File: src/rtl/tinyalu_requester.sv
`timescale 1ns/1ps
// tinyalu_requester: on-chip initiator for the TinyALU start/done handshake.
// Commands are queued in a small FIFO and issued one at a time. Each
// arithmetic result comes back on a valid/ready response port. A down-counting
// watchdog aborts a command whose ALU never raises done.
//
// state  | meaning
// -------+-------------------------------------------------------------
// IDLE   | alu_start low; pop the FIFO head when one is present
// ISSUE  | alu_start high, operands stable, until done or watchdog expiry
// NOP    | single alu_start cycle with op 000, no response
// ALURST | single alu_reset_n low cycle (rst_op, or cleanup after a timeout)
// RESP   | response held on rsp_* until rsp_ready
module tinyalu_requester #(
    parameter int CMD_DEPTH = 4,
    parameter int TIMEOUT   = 32
) (
    input  logic        clk,
    input  logic        reset,
    input  logic        cmd_valid,
    output logic        cmd_ready,
    input  logic [7:0]  cmd_a,
    input  logic [7:0]  cmd_b,
    input  logic [2:0]  cmd_op,
    output logic [7:0]  alu_a,
    output logic [7:0]  alu_b,
    output logic [2:0]  alu_op,
    output logic        alu_start,
    output logic        alu_reset_n,
    input  logic        alu_done,
    input  logic [15:0] alu_result,
    output logic        rsp_valid,
    input  logic        rsp_ready,
    output logic [15:0] rsp_result,
    output logic [2:0]  rsp_op,
    output logic        rsp_err
);
    localparam int AW = $clog2(CMD_DEPTH);
    localparam int CW = $clog2(TIMEOUT + 1);
    localparam logic [AW:0]   DEPTH_C   = (AW + 1)'(CMD_DEPTH);
    localparam logic [CW-1:0] TO_LOAD_C = CW'(TIMEOUT);

    localparam logic [2:0] OP_NOP = 3'b000;
    localparam logic [2:0] OP_ADD = 3'b001;
    localparam logic [2:0] OP_AND = 3'b010;
    localparam logic [2:0] OP_XOR = 3'b011;
    localparam logic [2:0] OP_MUL = 3'b100;
    localparam logic [2:0] OP_RST = 3'b111;

    typedef enum logic [2:0] {
        S_IDLE,
        S_ISSUE,
        S_NOP,
        S_ALURST,
        S_RESP
    } state_t;

    state_t state_q, state_d;

    // Command FIFO: {op, a, b} per entry
    logic [18:0]   fifo_mem_q [CMD_DEPTH];
    logic [AW-1:0] wr_ptr_q, rd_ptr_q;
    logic [AW:0]   count_q, count_d;
    logic          cmd_ready_q;
    logic          push, pop;
    logic [2:0]    head_op;
    logic [7:0]    head_a, head_b;

    // Issue and response registers
    logic [7:0]    alu_a_q, alu_a_d;
    logic [7:0]    alu_b_q, alu_b_d;
    logic [2:0]    alu_op_q, alu_op_d;
    logic [CW-1:0] to_cnt_q, to_cnt_d;
    logic          to_rsp_q, to_rsp_d;
    logic [15:0]   rsp_result_q, rsp_result_d;
    logic [2:0]    rsp_op_q, rsp_op_d;
    logic          rsp_err_q, rsp_err_d;

    assign push = cmd_valid && cmd_ready_q;
    assign {head_op, head_a, head_b} = fifo_mem_q[rd_ptr_q];

    // FIFO storage; contents need no reset since occupancy gates every read
    always_ff @(posedge clk) begin
        if (push) begin
            fifo_mem_q[wr_ptr_q] <= {cmd_op, cmd_a, cmd_b};
        end
    end

    // Occupancy after this cycle's push/pop
    always_comb begin
        count_d = count_q;
        if (push && !pop) begin
            count_d = count_q + 1'b1;
        end else if (!push && pop) begin
            count_d = count_q - 1'b1;
        end
    end

    // FIFO pointers, occupancy and registered ready (wrap relies on power-of-two depth)
    always_ff @(posedge clk) begin
        if (reset) begin
            wr_ptr_q    <= '0;
            rd_ptr_q    <= '0;
            count_q     <= '0;
            cmd_ready_q <= 1'b1;
        end else begin
            if (push) wr_ptr_q <= wr_ptr_q + 1'b1;
            if (pop)  rd_ptr_q <= rd_ptr_q + 1'b1;
            count_q     <= count_d;
            cmd_ready_q <= (count_d != DEPTH_C);
        end
    end

    // Next-state, pop decision and datapath updates
    always_comb begin
        state_d      = state_q;
        pop          = 1'b0;
        alu_a_d      = alu_a_q;
        alu_b_d      = alu_b_q;
        alu_op_d     = alu_op_q;
        to_cnt_d     = to_cnt_q;
        to_rsp_d     = to_rsp_q;
        rsp_result_d = rsp_result_q;
        rsp_op_d     = rsp_op_q;
        rsp_err_d    = rsp_err_q;
        case (state_q)
            S_IDLE: begin
                if (count_q != '0) begin
                    pop      = 1'b1;
                    alu_a_d  = head_a;
                    alu_b_d  = head_b;
                    to_cnt_d = TO_LOAD_C;
                    to_rsp_d = 1'b0;
                    case (head_op)
                        OP_ADD, OP_AND, OP_XOR, OP_MUL: begin
                            alu_op_d = head_op;
                            state_d  = S_ISSUE;
                        end
                        OP_RST: begin
                            alu_op_d = OP_NOP;
                            state_d  = S_ALURST;
                        end
                        default: begin
                            // 000, 101 and 110 all present op 000 to the ALU
                            alu_op_d = OP_NOP;
                            state_d  = S_NOP;
                        end
                    endcase
                end
            end
            S_ISSUE: begin
                if (alu_done) begin
                    rsp_result_d = alu_result;
                    rsp_err_d    = 1'b0;
                    rsp_op_d     = alu_op_q;
                    state_d      = S_RESP;
                end else if (to_cnt_q == '0) begin
                    // Hung ALU: reset it before reporting the error
                    rsp_result_d = 16'h0000;
                    rsp_err_d    = 1'b1;
                    rsp_op_d     = alu_op_q;
                    to_rsp_d     = 1'b1;
                    state_d      = S_ALURST;
                end else begin
                    to_cnt_d = to_cnt_q - 1'b1;
                end
            end
            S_NOP: begin
                state_d = S_IDLE;
            end
            S_ALURST: begin
                state_d = to_rsp_q ? S_RESP : S_IDLE;
            end
            S_RESP: begin
                if (rsp_ready) state_d = S_IDLE;
            end
            default: begin
                state_d = S_IDLE;
            end
        endcase
    end

    // State and datapath registers
    always_ff @(posedge clk) begin
        if (reset) begin
            state_q      <= S_IDLE;
            alu_a_q      <= '0;
            alu_b_q      <= '0;
            alu_op_q     <= '0;
            to_cnt_q     <= '0;
            to_rsp_q     <= 1'b0;
            rsp_result_q <= '0;
            rsp_op_q     <= '0;
            rsp_err_q    <= 1'b0;
        end else begin
            state_q      <= state_d;
            alu_a_q      <= alu_a_d;
            alu_b_q      <= alu_b_d;
            alu_op_q     <= alu_op_d;
            to_cnt_q     <= to_cnt_d;
            to_rsp_q     <= to_rsp_d;
            rsp_result_q <= rsp_result_d;
            rsp_op_q     <= rsp_op_d;
            rsp_err_q    <= rsp_err_d;
        end
    end

    assign cmd_ready   = cmd_ready_q;
    assign alu_a       = alu_a_q;
    assign alu_b       = alu_b_q;
    assign alu_op      = alu_op_q;
    assign alu_start   = (state_q == S_ISSUE) || (state_q == S_NOP);
    assign alu_reset_n = (state_q != S_ALURST);
    assign rsp_valid   = (state_q == S_RESP);
    assign rsp_result  = rsp_result_q;
    assign rsp_op      = rsp_op_q;
    assign rsp_err     = rsp_err_q;

endmodule

File: config.mk
export PLATFORM = sky130hd
export DESIGN_NAME = tinyalu_requester
export DESIGN_NICKNAME = d
export VERILOG_FILES = /design/src/rtl/tinyalu_requester.sv
export SDC_FILE = /design/constraint.sdc
export NUM_CORES = 1
export LEC_CHECK = 0
export BUFFER_PORTS_ARGS = -buffer_cell sky130_fd_sc_hd__buf_2
export CAP_MARGIN = 0
export CELL_PAD_IN_SITES_DETAIL_PLACEMENT = 1
export CELL_PAD_IN_SITES_GLOBAL_PLACEMENT = 1
export CORE_UTILIZATION = 30
export DETAILED_ROUTE_END_ITERATION = 10
export PLACE_DENSITY = 0.68
export SYNTH_ARGS = -nofsm -noshare
export SYNTH_HDL_FRONTEND = slang
export SYNTH_SLANG_ARGS = --single-unit
File: constraint.sdc
create_clock -name clk -period 1.78 [get_ports clk]
set_clock_uncertainty 0.1 [all_clocks]
set_input_delay 0.178 -clock clk [delete_from_list [all_inputs] [get_ports clk]]
set_output_delay 0.178 -clock clk [all_outputs]
set_load 0.02 [all_outputs]
; After elaboration in Yosys (flattened, before gate mapping)
; Memory sizes are Yosys's and may differ from the RTL's. A register that Yosys moved wholly into a read port is not among the register bits.
; Index checks and enable logic that the tools add are counted.
[word_totals]
regBits = 57
latch_bits = 0
ramBits = 76
rom_bits = 0
inputBits = 40
output_inout_bits = 43
memories = 1
[mem_list]
columns = memory, words, word_bits, rd, rd_clocked_by_memory_dff, wr, line_no
row1 = fifo_mem_q, 4, 19, 1, 1, 1, 61  ; logic [18:0] fifo_mem_q [CMD_DEPTH];
[classes]
addsub = 5
n_mul = 0
div = 0
magnitude_cmp = 0
eq_ne = 17
shifts = 0
muxes = 29
n_bitwise = 0
n_reduce_logical = 17
[op_table]
columns = op, count
row1 = $mux 16, 2
row2 = $mux 3, 10
row3 = $mux 6, 3
row4 = $eq 3x2->1 const B, 4
row5 = $pmux 3 s4, 1
row6 = $pmux 6 s2, 1
row7 = $eq 3x3->1 const B, 3
row8 = $mux 1, 8
row9 = $ne 2x2->1 const B, 4
row10 = $reduce_and 4->1, 2
row11 = $eq 3x1->1 const B, 2
row12 = $logic_not 6->1, 1
row13 = $ne 3x3->1 const B, 2
row14 = $sub 6x1->6 const B, 1
row15 = $add 2x1->2 const B, 2
row16 = $mux 2, 2
row17 = $pmux 2 s2, 1
row18 = $reduce_and 2->1, 2
row19 = $reduce_bool 2->1, 2
row20 = $reduce_or 4->1, 1
row21 = $add 3x1->3 const B, 1
row22 = $logic_and 1x1->1, 3
row23 = $logic_not 3->1, 1
row24 = $ne 3x2->1 const B, 1
row25 = other kinds (7), 8

; Logic depth before layout (Yosys ltp)
[depth]
depth_word = 7
depth_mapped = 7
mapped_depth_nobuf = 6

; Worst setup path after synthesis
; No wires, ideal clock.
[synth_path]
path_kind = reg2reg
from = register to_cnt_q[0]
to = register to_cnt_q[3]
setup_time_ns = 0.070
arrival_ns = 1.754
path_slack_ns = -0.143
stages_incl_launch_ff = 7
path_buffers = 0
synth_period_minus_slack_ns = 1.923
path_cell_list = dfxtp_1 > inv_1 > ha_1 > and3b_1 > a221o_1 > or4_1 > a21oi_1
[synth_between]
elab_chain_len = 4
elab_cells_between_ends = 7
[synth_lines]
columns = element, line_no
row1 = "start, declared", 73  ; logic [CW-1:0] to_cnt_q, to_cnt_d;
row2 = "start signal, assigned", 200  ; to_cnt_q <= to_cnt_d;
row3 = $sub 6x1->6, 165  ; to_cnt_d = to_cnt_q - 1'b1;
row4 = $mux 6, 157  ; end else if (to_cnt_q == '0) begin
row5 = $mux 6, 152  ; if (alu_done) begin
row6 = $pmux 6 s2, 126  ; case (state_q)
; Parallel ways exist; a longest one is shown, timed or not. The select of a mux whose other input is x is not followed.
; A chain may end at the register's enable or synchronous reset.

; Final worst setup path
[layout_path]
from = register to_cnt_q[0]
to = register to_cnt_q[2]
; Same word-level chain as after synthesis.

==> metrics.cfg <==
[setup_path]
r2r_slack_ns=-0.08
cpMaxStageDelayCell=a221o_1
path_cells=inv_2, ha_4, and3b_1, a221o_1, buf_4, or3_4, a21oi_2
cp_max_fo=5
r2r_end=to_cnt_q[2]$_SDFFE_PP0P_
reg2regPathDepth=7
slowest_delay_ns=0.37
endpoint_kind=register
required_ns=2.03
r2r_start=to_cnt_q[0]$_SDFFE_PP0P_
criticalPathCategory=register to register
crit_arrival_ns=2.11
start_kind=register

[floorplan]
fp.dieW_um=135
rows=48
die_h_um=135
core_um2=17200
ios=83
die_area_um2=18200
start_util=0.307

[detailed_routing]
dr.pass1.iters=5
drc_errors=0
wl_um=14500
num_vias=3927
ant_nets=0
drt_iter0_drc=163
via_per_inst=4.88
wl_per_cell_um=18.0

[logic_synthesis]
synth.distinct_cells=46
ys_warn_count=0
seq_area_frac_synth=0.655
async_flop_share=0
synth_fp_nets=460
netlist.area_leader.share=0.432
syn_avg_cell_area_um2=12.9
synth.top_cells.by_area=edfxtp_1, dfxtp_1, mux4_2, a21oi_1, nand2_1
ys_seq_elements=135
synth_edf_count=76
synth_area_um2=5290
syn_inst=411
yosysTopAreaCell=edfxtp_1
synth-main-ff-cell=edfxtp_1

[placement]
gp_congestion=0.771
placed_cells=727
port_buffers=82
hpwl_um=9160

[timing]
tightest_slew_ns=0.351
maxSlewViolCount=0
fmax_ghz=0.537
finalSetupTns_ns=-0.183
period_share=1.05
grt_setup_unrepaired=true
fin_crit_ns=1.86
finalHoldViolCount=0
setup_slack_ns=-0.0822
max_slew_margin=0.766
setup_viol=3

[layout]
fin_nets=616
areaGrowthSynthToFinish_pct=37.8
stdcell_count=805
final_cell_mix=buf_2, edfxtp_1, nand2_1
final_common_cell=buf_2
diodes=0
drive_above_1_share=0.341
fin_util=0.423

[flow_run]
cap_violations=0

[grt]
grt_pass1_vias=4271
overflow=0
met2_usage=0.302
grt_max_degree=29
antenna_found_initial=0
met3_usage=0.0420
grt_use_met1=0.183
busiest_layer=met2
grt_pass1_wl_um=22700
grt_usage=0.166

[clock_tree]
numCtsBuffers=17
clk_path_buf_depth=2
cts_tree=done
numClockSinks=135
cts-root-buf=clkbuf_16
htree_levels=4
worstSkewPairLatency_ns=0.42
cts.reportedPaths.clkPinSlew_ns=0.06

[min_path]
hold_class=input port to register
hp-start=rsp_ready
hold_end=state_q[2]$_SDFFE_PP0P_
whs_path_depth=4

[outcome]
violations=setup timing
status=complete, but fails checks

[power]
ir_drop_mv=0.976
leakagePower_nw=2.78
power_density_nw_per_um2=1670

==> routing by layer <==
layer  share of wire  routed length, um
met5               0                  0
met4           0.024                343
met3           0.044                638
met2            0.53               7690
met1            0.40               5790
==> Yosys cell counts, drive strengths merged, types with 8 or more instances <==
cell type   n
dfxtp      59
a21oi      52
inv         8
buf         8
or3         8
nand2      58
edfxtp     76
o21ai      28
nor2       12
clkbuf     14
ha          9
mux4       19
==> power breakdown <==
| part | total [mW] | switching, mW | leakage, nW | internal, mW |
|---|---|---|---|---|
| Clock | 3.72 | 1.43 | 0.304 | 2.29 |
| Sequential | 4.22 | 0.340 | 1.18 | 3.88 |
| Combinational | 4.26 | 2.45 | 1.30 | 1.81 |
==> critical path: cells and delay by family (launching register included) <==
family / cells / cell delay [ns]
flops: 1 / 0.34
fa+ha+maj: 1 / 0.15
buf+inv: 2 / 0.22
compound gates: 2 / 0.50
simple gates: 2 / 0.49
==> kinds of logic (layout without fill, tap and decap cells) <==
group / count (synthesis) / count (layout) / share of synthesized area
compound gates: 93 / 93 / 0.0949
xor+xnor: 5 / 5 / 0.00828
fa+ha+maj: 9 / 9 / 0.0213
buf+inv: 30 / 199 / 0.0251
flops: 135 / 135 / 0.655
mux: 19 / 19 / 0.0845
simple gates: 120 / 120 / 0.111
==> metrics by stage <==
stage / hold slack [ns] / worst slack (ns) / power (mW) / instance area [um^2]
6_report: 0.0201 / -0.0822 / 12.2 / 7290
5_1_grt: 0.0487 / -0.173 / 12.8 / 7290
4_1_cts: 0.00970 / -0.0568 / 12.0 / 7200
3_5_place_dp: 0.295 / -0.126 / 8.04 / 6140
3_3_place_gp: 0.286 / 0.00157 / 7.87 / 6140
2_1_floorplan: 0.177 / -0.00910 / 6.55 / 5300
==> final cells by class <==
class / instances / area, um^2
Clock buffer: 18 / 439
Fill cell: 1798 / 9950
Clock inverter: 14 / 188
Inverter: 8 / 30.0
Multi-Input combinational cell: 246 / 1760
Timing Repair Buffer: 159 / 1110
Tap cell: 225 / 282
Sequential cell: 135 / 3470
==> worst max path at each step <==
stage	depth (start not counted)	endpoint	slack (ns)	startpoint
global route	7	to_cnt_q[5]$_SDFFE_PP0P_	-0.17	to_cnt_q[0]$_SDFFE_PP0P_
floorplan	5	state_q[1]$_SDFFE_PP0P_	-0.009	register
CTS	6	to_cnt_q[3]$_SDFFE_PP0P_	-0.06	to_cnt_q[1]$_SDFFE_PP0P_
detailed placement	6	to_cnt_q[3]$_SDFFE_PP0P_	-0.13	to_cnt_q[1]$_SDFFE_PP0P_
global placement	6	to_cnt_q[3]$_SDFFE_PP0P_	0.002	to_cnt_q[1]$_SDFFE_PP0P_
finish	7	to_cnt_q[2]$_SDFFE_PP0P_	-0.08	to_cnt_q[0]$_SDFFE_PP0P_
==> state kept, by name (all words and copies together) (netlist names), named ones only <==
name	flops
fifo_mem_q	76
rsp_result	16
alu_a	8
alu_b	8
to_cnt_q	6
alu_op	3
count_q	3
rsp_op	3
state_q	3
rd_ptr_q	2
wr_ptr_q	2
cmd_ready	1
rsp_err	1
to_rsp_q	1
==> repair_timing <==
action / 4_1_cts / 5_1_grt
setup buffers: 8 / 3
hold buffers: 35 / 0
resized for setup: 8 / 22
pin swaps: 8 / 12
endpoints found under the setup margin: 10 / 20
endpoints found under the hold margin: 92 / 0
No activity file was read; power rests on OpenSTA's default activity.
